===== src/rtl/signal_router_param.sv =====
// signal_router_param: per-channel source select (constant, PWM, divided
// clock or external input) followed by a registered routing crossbar.
// Dividers and PWMs are clock enables in the single CLK domain. The
// configuration is double-buffered and committed atomically by CFG_LOAD.
module signal_router_param #(
  parameter  int NCH  = 8,
  parameter  int W    = 8,
  parameter  int DIVW = 26,
  parameter  int PWMW = 8,
  localparam int LW   = $clog2(NCH)
) (
  input  logic              CLK,
  input  logic              RST,
  input  logic [NCH*W-1:0]    IN,
  input  logic [NCH*W-1:0]    C,
  input  logic [NCH*DIVW-1:0] DIV,
  input  logic [NCH*PWMW-1:0] DUTY,
  input  logic [NCH*2-1:0]    RSEL,
  input  logic [NCH*LW-1:0]   RLOC,
  input  logic              CFG_LOAD,
  output logic              CFG_ACK,
  output logic [NCH*W-1:0]    OUT
);

  typedef enum logic [1:0] {
    SEL_CONST = 2'b00,
    SEL_PWM   = 2'b01,
    SEL_CLOCK = 2'b10,
    SEL_INPUT = 2'b11
  } sel_e;

  // Active configuration
  sel_e            asel   [NCH];
  logic [LW-1:0]   aloc   [NCH];
  logic [DIVW-1:0] adiv   [NCH];
  logic [PWMW-1:0] aduty  [NCH];

  // Divider / PWM state
  logic [DIVW-1:0] dcnt   [NCH];
  logic [PWMW-1:0] pcnt   [NCH];
  logic [NCH-1:0]  ckb;
  logic [NCH-1:0]  pwb;
  logic [NCH-1:0]  tick;

  // Pipeline: source register and the route index aligned with it, so a
  // commit switches selection and routing on the same OUT update.
  logic [W-1:0]    src    [NCH];
  logic [LW-1:0]   aloc_d [NCH];

  // Commit shadow ports into the active configuration; acknowledge next cycle.
  always_ff @(posedge CLK) begin
    // NOTE: every register in a clocked block uses <= so all of them sample
    // pre-edge values; a blocking = here would leak new values downstream.
    if (RST) begin
      CFG_ACK <= 1'b0;
      // NOTE: these arrays are flip-flops rather than a RAM macro, so they
      // take the reset like any other register.
      for (int i = 0; i < NCH; i++) begin
        asel[i]  <= SEL_CONST;
        aloc[i]  <= '0;
        adiv[i]  <= '0;
        aduty[i] <= '0;
      end
    end else begin
      CFG_ACK <= CFG_LOAD;
      if (CFG_LOAD) begin
        for (int i = 0; i < NCH; i++) begin
          asel[i]  <= sel_e'(RSEL[i*2 +: 2]);
          aloc[i]  <= RLOC[i*LW +: LW];
          adiv[i]  <= DIV[i*DIVW +: DIVW];
          aduty[i] <= DUTY[i*PWMW +: PWMW];
        end
      end
    end
  end

  // Divider terminal count; adiv==0 never ticks, so adiv-1 cannot underflow.
  always_comb begin
    // NOTE: default first so every path assigns tick and no latch is inferred.
    tick = '0;
    for (int i = 0; i < NCH; i++) begin
      if (adiv[i] != '0 && dcnt[i] == adiv[i] - DIVW'(1)) begin
        tick[i] = 1'b1;
      end
    end
  end

  // Divider counters, divided-clock bits and PWM counters; a commit restarts them.
  always_ff @(posedge CLK) begin
    if (RST) begin
      ckb <= '0;
      pwb <= '0;
      for (int i = 0; i < NCH; i++) begin
        dcnt[i] <= '0;
        pcnt[i] <= '0;
      end
    end else begin
      for (int i = 0; i < NCH; i++) begin
        pwb[i] <= (pcnt[i] < aduty[i]);
        if (CFG_LOAD) begin
          // A load on a tick edge wins: the tick is discarded.
          dcnt[i] <= '0;
          pcnt[i] <= '0;
          ckb[i]  <= 1'b0;
        end else if (tick[i]) begin
          dcnt[i] <= '0;
          pcnt[i] <= pcnt[i] + PWMW'(1);
          ckb[i]  <= ~ckb[i];
        end else if (adiv[i] != '0) begin
          dcnt[i] <= dcnt[i] + DIVW'(1);
        end else begin
          dcnt[i] <= '0;
        end
      end
    end
  end

  // Source stage: pick each channel's source, replicating 1-bit sources.
  always_ff @(posedge CLK) begin
    if (RST) begin
      for (int i = 0; i < NCH; i++) begin
        src[i]    <= '0;
        aloc_d[i] <= '0;
      end
    end else begin
      for (int i = 0; i < NCH; i++) begin
        aloc_d[i] <= aloc[i];
        unique case (asel[i])
          SEL_CONST: src[i] <= C[i*W +: W];
          SEL_PWM:   src[i] <= {W{pwb[i]}};
          SEL_CLOCK: src[i] <= {W{ckb[i]}};
          SEL_INPUT: src[i] <= IN[i*W +: W];
        endcase
      end
    end
  end

  // Route stage: output j takes source aloc_d[j]; out-of-range index gives 0.
  always_ff @(posedge CLK) begin
    if (RST) begin
      OUT <= '0;
    end else begin
      for (int j = 0; j < NCH; j++) begin
        if (int'(aloc_d[j]) < NCH) begin
          OUT[j*W +: W] <= src[aloc_d[j]];
        end else begin
          OUT[j*W +: W] <= '0;
        end
      end
    end
  end

endmodule


===== config.mk =====
export PLATFORM = sky130hd
export DESIGN_NAME = signal_router_param
export DESIGN_NICKNAME = d
export VERILOG_FILES = /design/src/rtl/signal_router_param.sv
export SDC_FILE = /design/constraint.sdc
export NUM_CORES = 2
export LEC_CHECK = 0
export CAP_MARGIN = 20
export CORE_ASPECT_RATIO = 1.2
export CORE_UTILIZATION = 52
export CTS_CLUSTER_DIAMETER = 100
export DETAILED_ROUTE_END_ITERATION = 8
export GPL_ROUTABILITY_DRIVEN = 0
export PLACE_DENSITY = 0.78
export SKIP_LAST_GASP = 1
export SLEW_MARGIN = 20
export SYNTH_ARGS = -nofsm -noshare
export SYNTH_HDL_FRONTEND = slang
export SYNTH_SLANG_ARGS = --single-unit

===== constraint.sdc =====
create_clock -name CLK -period 12.05 [get_ports CLK]
set_input_delay 1.8075 -clock CLK [delete_from_list [all_inputs] [get_ports CLK]]
set_output_delay 1.8075 -clock CLK [all_outputs]
set_load 0.1 [all_outputs]

Yosys cells after proc, flatten, opt, wreduce, memory -nomap -nowiden
Memories as Yosys holds them, arrays and structs flattened. A register that Yosys moved wholly into a read port is not among the register bits.
Cells that the tools add are included.

word-level totals
  flip-flop bits (word level) = 17
  memory bits (writable) = 672
  input port bits = 443
  output and inout bits = 65
  word-level logic and storage cells = 577
  memories = 8

memories
  name         words  width  rd ports  clocked after Yosys merged registers in  write ports  line  source
  adiv         8      26     8         0                                        8            35    logic [DIVW-1:0] adiv [NCH];
  dcnt         8      26     8         0                                        8            39    logic [DIVW-1:0] dcnt [NCH];
  aduty        8      8      8         0                                        8            36    logic [PWMW-1:0] aduty [NCH];
  pcnt         8      8      8         0                                        8            40    logic [PWMW-1:0] pcnt [NCH];
  src          8      8      8         8                                        8            47    logic [W-1:0] src [NCH];
  aloc         8      3      8         0                                        8            34    logic [LW-1:0] aloc [NCH];
  +2 memories  --     --     --        --                                       --           --

operators by class
  $add $sub $neg = 24
  order comparisons = 8
  eq/ne operators = 32
  mux-type cells = 342
  bitwise gates (word level) = 128
  reductions and logical operators = 25

operators by type and width
  cell                                                                   count
  26-bit 2-to-1 mux                                                      40
  8-bit 2-to-1 mux                                                       56
  1-bit 2-to-1 mux                                                       222
  26-bit by 1-bit adder with 26-bit output, second input constant        8
  26-bit equality test                                                   8
  26-bit nonzero test                                                    8
  26-bit by 1-bit subtractor with 26-bit output, second input constant   8
  1-bit bitwise OR                                                       120
  8-bit by 1-bit adder with 8-bit output, second input constant          8
  8-bit < comparator                                                     8
  3-bit 2-to-1 mux                                                       16
  2-bit equality test, second input constant                             16
  2-bit by 1-bit equality test with 1-bit output, second input constant  8
  2-bit zero test                                                        8
  2-bit 2-to-1 mux                                                       8
  1-bit logical AND                                                      8
  1-bit NOT                                                              8
  2-bit OR reduction                                                     1

Depth between registers and ports, before layout
  depth after elaboration = 11
  mapped depth = 14
  mapped depth without buffers = 10

Worst setup path after synthesis
OpenSTA, ideal clock, no wires.

  path type = input -> register
  start = in CFG_LOAD
  end = mem dcnt[3][22] (netlist: dcnt[0][100]) (data pin)
  arrival = 12.274 ns
  slack = -0.490 ns
  stages = 8
  path through = clkbuf_1 nor2_1 inv_1 clkbuf_1 nor2_1 nand2_1 clkbuf_1 nor2_1

RTL lines
  what             line  source
  start, declared  20    input logic CFG_LOAD,
  end, declared    39

==> flow_summary.toml <==
[global_routing]
grt_pass1_vias = 32697
grt_pass1_wl_um = 180000
grt_max_degree = 136
track_usage = 0.274
antenna_found_initial = 18
grt_overflow = 0

[yosys]
synthArstFlopShare = 0
syn_area_um2 = 43900
synth_commonest_cells = "633 x edfxtp_1, 436 x nor2_1, 251 x xnor2_1"
post_synth_num_cell_types = 85
ys_seq_area_frac = 0.487
synth_edf_count = 633
synth_top_area_share = 0.433
syn_avg_cell_area_um2 = 11.1
netlist_top_cells_area = "edfxtp_1 43%, mux4_2 6.7%, dfxtp_1 5.5%"
yosys_most_used_dff = "edfxtp_1"
synth_cells = 3946
yosysWarnings = 0
ys_seq_elements = 753
synth_top_area_cell = "edfxtp_1"
synth.most_common_cell = "edfxtp_1"

[route]
first_iter_violations = 2701
drcViolationCount = 0
drt_wl_total_um = 118000
avgRoutedWirePerCell_um = 20.2
final_antenna_net_count = 0
viasPerCell = 5.72
dr.pass1.iters = 6
vias = 33269

[pwr]
p_comb_frac = 0.167
power_frac_seq = 0.483
p_leak_uw = 0.0192
p_sw_frac = 0.277
p_int_uw = 4890
powerDensity_nw_per_um2 = 127
switching_power_uw = 1880
clockPowerShare = 0.349
vdd_drop_max_uv = 100

[worst_setup_path]
r2r_slack_ns = 7.39
crit_arrival_ns = 5.37
timing.rr.start = "adiv[0][0]"
r2r-end = "pcnt[0][2]"
critPathKind = "in -> reg"
worstPathRequired_ns = 12.39
reg2reg_depth = 9
worstPathMaxFanout = 112
endpoint_kind = "flop"
crit_path_start_kind = "input pin"

[clocking]
cts_setup_buffers = 0
clkTransAtPathRegs_ns = 0.06
clk_latency_ns = 0.64
cts_made_buffers = 78
cts-root-buf = "clkbuf_16"
cts_tree = "done"
clock_path_buffers = 3
ctsHtreeMaxLevel = 3
cts_resized = 0
cts-hold-fix-buffers = 0
cts_sinks = 753

[timing]
fmaxAchievable_mhz = 199
finalSetupViolations = 0
period_minus_slack_ns = 5.03
fin_setup_tns_ns = 0
tightest_slew_ns = 1.19
layout_setup_ws_ns = 7.02
hold_violations = 0
slew_violations = 0
period_share = 0.417
rsz0062_at_grt = "no"
slew_headroom = 0.202
finClkSkew_ns = 0.0225

[placement]
place_area_um2 = 50900
port_buffers = 507
place_ws_ns = 6.30
dp_hpwl_um = 88100

[status]
status = "finished clean"

[floorplan]
core.rowCount = 116
io_pins = 508
start_util = 0.526
die_y_um = 320
core_um2 = 83500
dieArea_um2 = 85600
fp.dieW_um = 267

[finish]
final_area_um2 = 53300
drive_above_1_share = 0.0760
synthToLayoutAreaGrowth_pct = 21.5
layout.nets = 5164

[job]
drv_cap = 0

[worst_hold_path]
min_path_type = "reg -> reg"
hold_start = "aloc[1][8]"
hold_depth = 1
whs_endpoint = "aloc_d[1][8]"
-- worst max-delay path, stage by stage --
cell and delay (ns):
clkdlybuf4s50_1 0.46, buf_4 0.34, nor2_4 0.04, buf_4 0.25, inv_8 0.57, buf_4 0.74, nor2_1 0.22, nand2_1 0.68
nor2_1 0.14
-- flip-flops by register name, summed over array words and instances, names as in the netlist --
signal,count
CFG_ACK,1
OUT,64
adiv,208
aduty,64
aloc,24
aloc_d,24
asel,16
ckb,8
dcnt,208
pcnt,64
pwb,8
src,64
-- stage by stage --
stage / cells / hold slack (ns) / total power, µW / utilization
2_1_floorplan: 4217 / 0.429 / 4000 / -
3_3_place_gp: 5678 / 0.438 / 4410 / 0.610
3_5_place_dp: 5678 / 0.442 / 4430 / 0.610
4_1_cts: 5817 / 0.459 / 6790 / 0.639
5_1_grt: 5819 / 0.469 / 7010 / 0.639
6_report: 5821 / 0.453 / 6770 / 0.639
-- area by class of cell --
cell class / count / area (µm²)
fillers: 6514 / 30100
multi-input cells: 3159 / 22400
flip-flops and latches: 753 / 21400
repair buffers: 531 / 5270
clock buffers: 103 / 2140
well taps: 1121 / 1400
inverters: 114 / 435
clock inverters: 36 / 294
diodes: 4 / 10.0
-- worst max path at each step --
stage / depth (start not counted) / endpoint / start / slack (ns)
4_1_cts: 9 / dcnt[0][103] / CFG_LOAD / 6.98
2_1_floorplan: 8 / dcnt[0][100] / CFG_LOAD / 4.37
5_1_grt: 9 / dcnt[0][94] / CFG_LOAD / 6.73
3_3_place_gp: 9 / dcnt[0][99] / CFG_LOAD / 6.41
3_5_place_dp: 9 / dcnt[0][94] / CFG_LOAD / 6.30
6_report: 9 / dcnt[0][95] / CFG_LOAD / 7.02
-- metal layers --
| layer | wire [µm] | global-route usage | share of wire | up-vias |
|---|---|---|---|---|
| met5 | 87 | 0 | 0.00074 | - |
| li1 | - | - | - | 15674 |
| met2 | 57700 | 0.468 | 0.49 | 1309 |
| met1 | 44000 | 0.320 | 0.37 | 15951 |
| met4 | 7020 | 0.159 | 0.060 | 14 |
| met3 | 8950 | 0.0515 | 0.076 | 321 |
-- placed cells by master, fill, tap and decap left out, types with 18 or more instances in the layout --
| cell type | synthesis | layout |
|---|---|---|
| buf_4 | 2 | 23 |
| and2_1 | 234 | 234 |
| o221a_2 | 48 | 48 |
| xnor2_1 | 251 | 251 |
| o31ai_1 | 22 | 21 |
| ha_1 | 84 | 84 |
| o21ai_0 | 64 | 61 |
| clkbuf_1 | 145 | 18 |
| nor2_1 | 436 | 435 |
| nor2b_1 | 120 | 119 |
| and3_1 | 65 | 65 |
| mux4_2 | 130 | 130 |
| or3_1 | 33 | 33 |
| nor4_1 | 75 | 75 |
| mux2i_1 | 91 | 91 |
| nand2_1 | 138 | 137 |
| edfxtp_1 | 633 | 633 |
| inv_1 | 114 | 113 |
| nand4_1 | 56 | 56 |
| a211oi_1 | 23 | 23 |
| xor2_1 | 245 | 245 |
| a31oi_1 | 31 | 31 |
| conb_1 | 1 | 272 |
| nand3b_1 | 22 | 22 |
| clkdlybuf4s50_1 | 0 | 506 |
| and4_1 | 29 | 29 |
| dfxtp_1 | 120 | 120 |
| nand3_1 | 145 | 145 |
| nand2b_1 | 43 | 43 |
| clkbuf_16 | 0 | 81 |
| a21o_1 | 57 | 57 |
| or4_1 | 53 | 53 |
| a21oi_1 | 29 | 29 |
| nor3b_1 | 30 | 30 |
| nor3_1 | 159 | 157 |
-- power groups by stage --
stage | Combinational (µW) | Clock, µW | Sequential [µW]
2_1_floorplan | 648 | 0 | 3360
3_3_place_gp | 1100 | 0 | 3310
3_5_place_dp | 1120 | 0 | 3320
4_1_cts | 1130 | 2400 | 3260
5_1_grt | 1220 | 2500 | 3290
6_report | 1130 | 2370 | 3270
-- logic make-up after synthesis --
logic type / after synthesis / synth area share
adders and majority gates: 84 / 0.0239
other: 1 / 0.0000854
xor gates and xnor gates: 496 / 0.0989
DFF: 753 / 0.487
and+or+nand+nor: 1705 / 0.210
buffers and inverters: 305 / 0.0269
AOI/OAI and AO/OA: 377 / 0.0644
muxes: 225 / 0.0884
No activity file was read; power rests on OpenSTA's default activity.
